==> src/rtl/regfile32.sv <==
// 32 x W MIPS register file: two combinational read ports, one clocked write port, and a committed-write counter.
// Optional write-through bypass on the read ports when REGFILE_BYPASS_EN is defined.
module regfile32 #(
  parameter int N_REGS = 32,
  parameter int W      = 32,
  parameter int CNT_W  = 16
) (
  input  logic             clk,
  input  logic             rst,
  input  logic             we3,
  input  logic [4:0]       a3,
  input  logic [W-1:0]     wd3,
  input  logic [4:0]       a1,
  input  logic [4:0]       a2,
  output logic [W-1:0]     rd1,
  output logic [W-1:0]     rd2,
  output logic [CNT_W-1:0] wr_count
);

  // $0 has no storage; reads of address 0 are forced to zero below.
  logic [W-1:0]     regs [1:N_REGS-1];
  logic [CNT_W-1:0] cnt;
  logic             commit;

  assign commit   = we3 && (a3 != 5'd0);
  assign wr_count = cnt;

  always_ff @(posedge clk) begin
    if (!rst) begin
      for (int i = 1; i < N_REGS; i++) begin
        regs[i] <= '0;
      end
      cnt <= '0;
    end else if (commit) begin
      regs[a3] <= wd3;
      cnt      <= cnt + 1'b1;
    end
  end

  always_comb begin
    rd1 = (a1 == 5'd0) ? '0 : regs[a1];
    rd2 = (a2 == 5'd0) ? '0 : regs[a2];
`ifdef REGFILE_BYPASS_EN
    // Forward the in-flight write so a same-cycle reader sees it before the edge.
    if (!rst) begin
      rd1 = '0;
      rd2 = '0;
    end else begin
      if (commit && (a3 == a1)) rd1 = wd3;
      if (commit && (a3 == a2)) rd2 = wd3;
    end
`endif
  end

endmodule

==> config.mk <==
export PLATFORM = sky130hd
export DESIGN_NAME = regfile32
export DESIGN_NICKNAME = d
export VERILOG_FILES = /design/src/rtl/regfile32.sv
export SDC_FILE = /design/constraint.sdc
export NUM_CORES = 2
export LEC_CHECK = 0
export CAP_MARGIN = 40
export CORE_MARGIN = 10
export CORE_UTILIZATION = 54
export CTS_BUF_LIST = sky130_fd_sc_hd__clkbuf_4 sky130_fd_sc_hd__clkbuf_8 sky130_fd_sc_hd__clkbuf_16
export CTS_CLUSTER_DIAMETER = 50
export CTS_CLUSTER_SIZE = 28
export DETAILED_ROUTE_END_ITERATION = 10
export GPL_ROUTABILITY_DRIVEN = 0
export GPL_TIMING_DRIVEN = 0
export PLACE_DENSITY = 0.71
export REMOVE_ABC_BUFFERS = 1
export SETUP_SLACK_MARGIN = 0.1
export SLEW_MARGIN = 20
export SYNTH_ARGS = -nofsm -noshare
export SYNTH_HDL_FRONTEND = slang
export SYNTH_SLANG_ARGS = --single-unit
==> constraint.sdc <==
create_clock -name clk -period 6.1 [get_ports clk]
set_input_delay 1.22 -clock clk [delete_from_list [all_inputs] [get_ports clk]]
set_output_delay 1.22 -clock clk [all_outputs]
set_load 0.005 [all_outputs]
==> flow_metrics.py <==
metrics = {
    "clock_network": {
        "clk_pin_slew_ns": 0.07,
        "clock_latency_ns": 0.72,
        "clockRootBuffer": "clkbuf_16",
        "cts_sinks": 1040,
        "clock_path_buffers": 3,
        "htree_levels": 3,
        "cts_tree": "yes",
        "cts_buffers": 117,
    },
    "worst_setup_path": {
        "r2r_start": "wr_count[5]",
        "arrival_ns": 4.99,
        "rrSetupSlack_ns": 4.26,
        "cp-start-kind": "input port",
        "cp_max_fo": 22,
        "worstSetupPathType": "in2out",
        "critical_path_required_ns": 4.88,
        "r2r_cells": 4,
        "r2r-end": "wr_count[15]",
        "critPathCaptureType": "primary output",
    },
    "global_route": {
        "grt_overflow": 0,
        "antenna_found_initial": 19,
        "track_usage_pct": 34.2,
        "grt_pass1_wl_um": 285000,
        "grt_max_degree": 77,
        "first_global_vias": 38200,
    },
    "status": {
        "failed_checks": "setup timing",
        "status": "finished with violations",
    },
    "yosys": {
        "avgSynthCellArea_um2": 14.4,
        "ys_seq_area_share_pct": 55.6,
        "synthTopCellsByArea": "edfxtp_1, mux4_2, and2_1",
        "syn_area_mm2": 0.0559,
        "synth_edf_count": 1024,
        "yosys_warnings": 0,
        "syn_inst": 3881,
        "synth_top_cell_area_share_pct": 55.0,
        "synth-main-ff-cell": "edfxtp_1",
        "yosysTopAreaCell": "edfxtp_1",
        "synth_seq_cells": 1040,
        "async_flop_share_pct": 0,
        "yosysUniqueCellTypes": 50,
    },
    "cells_and_area": {
        "fin_area_mm2": 0.0663,
        "nets": 3996,
        "n_fill_cell": 7025,
        "multi_input_area_mm2": 0.0237,
        "drive_gt1_share_pct": 23.8,
        "seq_area_mm2": 0.0311,
        "syn2layout_area_growth_pct": 18.7,
    },
    "power": {
        "power_frac_comb_pct": 13.5,
        "power.share.clock_pct": 40.3,
        "p_per_area_mw_per_mm2": 276,
        "ir_drop_v": 0.000258,
        "p_sw_share_pct": 26.9,
        "internal_power_mw": 13.4,
        "seqPwrFrac_pct": 46.2,
        "power_mw": 18.3,
        "p_leak_nw": 23.2,
        "switchingPower_mw": 4.92,
    },
    "floorplan": {
        "die_area_mm2": 0.117,
        "pin_count": 130,
        "initial_core_util_pct": 54.6,
        "rows": 117,
        "die_y_um": 342,
        "die_w_um": 342,
        "coreArea_mm2": 0.102,
    },
    "sta": {
        "holdWs_ns": 0.495,
        "finClkSkew_ns": 0.00615,
        "rsz0062_at_grt": "yes",
        "finalCritPeriodShare_pct": 102,
        "min_period_ns": 6.21,
        "slew_violations": 0,
        "fmax_mhz": 161,
        "setup_viol": 2,
        "fin_setup_tns_ns": -0.202,
        "worst_slack_ns": -0.112,
        "max-slew-margin-rel_pct": 34.2,
        "tightest_slew_ns": 0.986,
        "hold_violations": 0,
    },
    "routing": {
        "drt_iter0_drc": 6762,
        "vias": 39000,
        "ant_nets": 0,
        "wl_per_cell_um": 37.7,
        "via_per_inst": 7.18,
        "drc": 0,
        "detail_route.first_pass.iterations": 6,
        "wl_um": 205000,
    },
    "min_path": {
        "worstHoldPathType": "reg2reg",
        "hold_end": "wr_count[15]",
        "holdPathStages": 2,
        "min_from": "wr_count[15]",
    },
    "placement": {
        "numPortBuffers": 129,
        "post_dp_cell_area_mm2": 0.0618,
        "place_hpwl_um": 131000,
        "pre_cts_slack_ns": -0.473,
    },
    "job": {
        "cap_viol_max_count": 0,
    },
}
## metal layers
metal  track usage (%)  vias to the layer above  part of all wire (%)
met5                 0                        -                 0.061
met2              49.8                     3556                    43
met3              12.2                      792                    15
li1                  -                    15100                     -
met4              17.3                       12                   6.1
met1              45.1                    19500                    35
## per-stage QoR
step,cells,utilization (%)
5_1_grt,5420,64.8
2_1_floorplan,3492,-
3_3_place_gp,4989,55.7
4_1_cts,5397,64.5
6_report,5431,64.8
3_5_place_dp,5171,60.4
## cell families (layout without fill, tap and decap cells)
kind of cell	Yosys count	count (layout)	synth area share, %
AO/OA/AOI/OAI	428	428	5.88
XOR/XNOR	2	2	0.0314
adder cells (fa/ha/maj)	1	1	0.0224
buffers and inverters	426	561	3.69
flip-flops	1040	1040	55.6
multiplexers	737	737	21.4
other	1	47	0.00671
AND/OR/NAND/NOR	1246	1247	13.4
## critical path, stage by stage
cell and delay [ns]:
buf_4 0.33, buf_12 0.32, or2_4 0.51, or4_2 0.58, buf_12 0.25, o21ai_0 0.25, a311oi_2 0.75, clkdlybuf4s50_1 0.68
## what timing repair did
action	CTS	global route
hold buffers	0	0
gates resized for setup	9	7
cloned	3	2
pin swaps	0	0
buffers inserted	1	0
endpoints found under the setup margin	34	12
endpoints found under the hold margin	0	0
## synthesized netlist by cell type, types with 4 or more instances
cell type / n
a211oi_1: 64
a21oi_1: 45
a221oi_1: 18
a221oi_2: 30
a22oi_1: 64
a311oi_1: 32
and2_1: 994
buf_2: 57
buf_4: 59
buf_6: 18
clkbuf_1: 259
clkbuf_2: 24
dfxtp_1: 16
edfxtp_1: 1024
inv_1: 6
mux2_2: 64
mux2i_1: 321
mux4_1: 23
mux4_2: 329
nand2_1: 101
nand3_1: 5
nand4_1: 36
nor2_1: 36
nor2_2: 4
nor2b_1: 37
o2111ai_1: 16
o21ai_0: 82
o221ai_1: 64
o31ai_1: 8
or3_1: 8
or4_1: 9
## sequential cells by signal, summed over array words and instances (netlist names)
signal	cells
wr_count	16
regs	1024
## power groups by stage
| stage | Clock [mW] | Combinational [mW] | Sequential, mW |
|---|---|---|---|
| after global placement | 0 | 2.59 | 8.63 |
| after CTS | 7.38 | 2.37 | 8.43 |
| final | 7.37 | 2.46 | 8.45 |
| after global routing | 7.67 | 2.51 | 8.48 |
| after floorplan | 0 | 0.995 | 8.52 |
| after detailed placement | 0 | 2.33 | 8.58 |
## cells in the final DEF, fill, tap and decap left out, types with 30 or more instances in the layout
master / n
edfxtp_1: 1024
and2_1: 992
mux4_2: 329
mux2i_1: 321
clkbuf_16: 120
clkdlybuf4s50_1: 117
buf_16: 108
nand2_1: 101
o221ai_1: 64
a22oi_1: 64
mux2_2: 64
a211oi_1: 59
o21ai_0: 49
a21oi_1: 45
nor2_4: 36
nand4_1: 36
buf_12: 34
nor2b_1: 32
conb_1: 32
a221oi_2: 31
o21ai_4: 31
buf_8: 30
## cell type report
| type | instances | area share, % |
|---|---|---|
| Antenna cell | 15 | 0.0566 |
| Clock buffer | 121 | 4.48 |
| Clock inverter | 101 | 1.66 |
| Inverter | 6 | 0.0415 |
| Multi-Input combinational cell | 2447 | 35.7 |
| Sequential cell | 1040 | 46.8 |
| Tap cell | 1368 | 2.58 |
| Timing Repair Buffer | 333 | 8.61 |
## how the worst max path moves through the flow
| stage | start | to | slack, ns |
|---|---|---|---|
| floorplan | a2[3] | rd2[26] | 0.92 |
| global placement | a2[0] | rd2[29] | -31.23 |
| detailed placement | a2[0] | rd2[27] | -0.47 |
| CTS | a1[1] | rd1[29] | 0.1 |
| global route | a1[4] | rd1[12] | 0.09 |
| finish | a1[4] | rd1[12] | -0.11 |
Note: power is estimated with default switching activity, not from simulation.
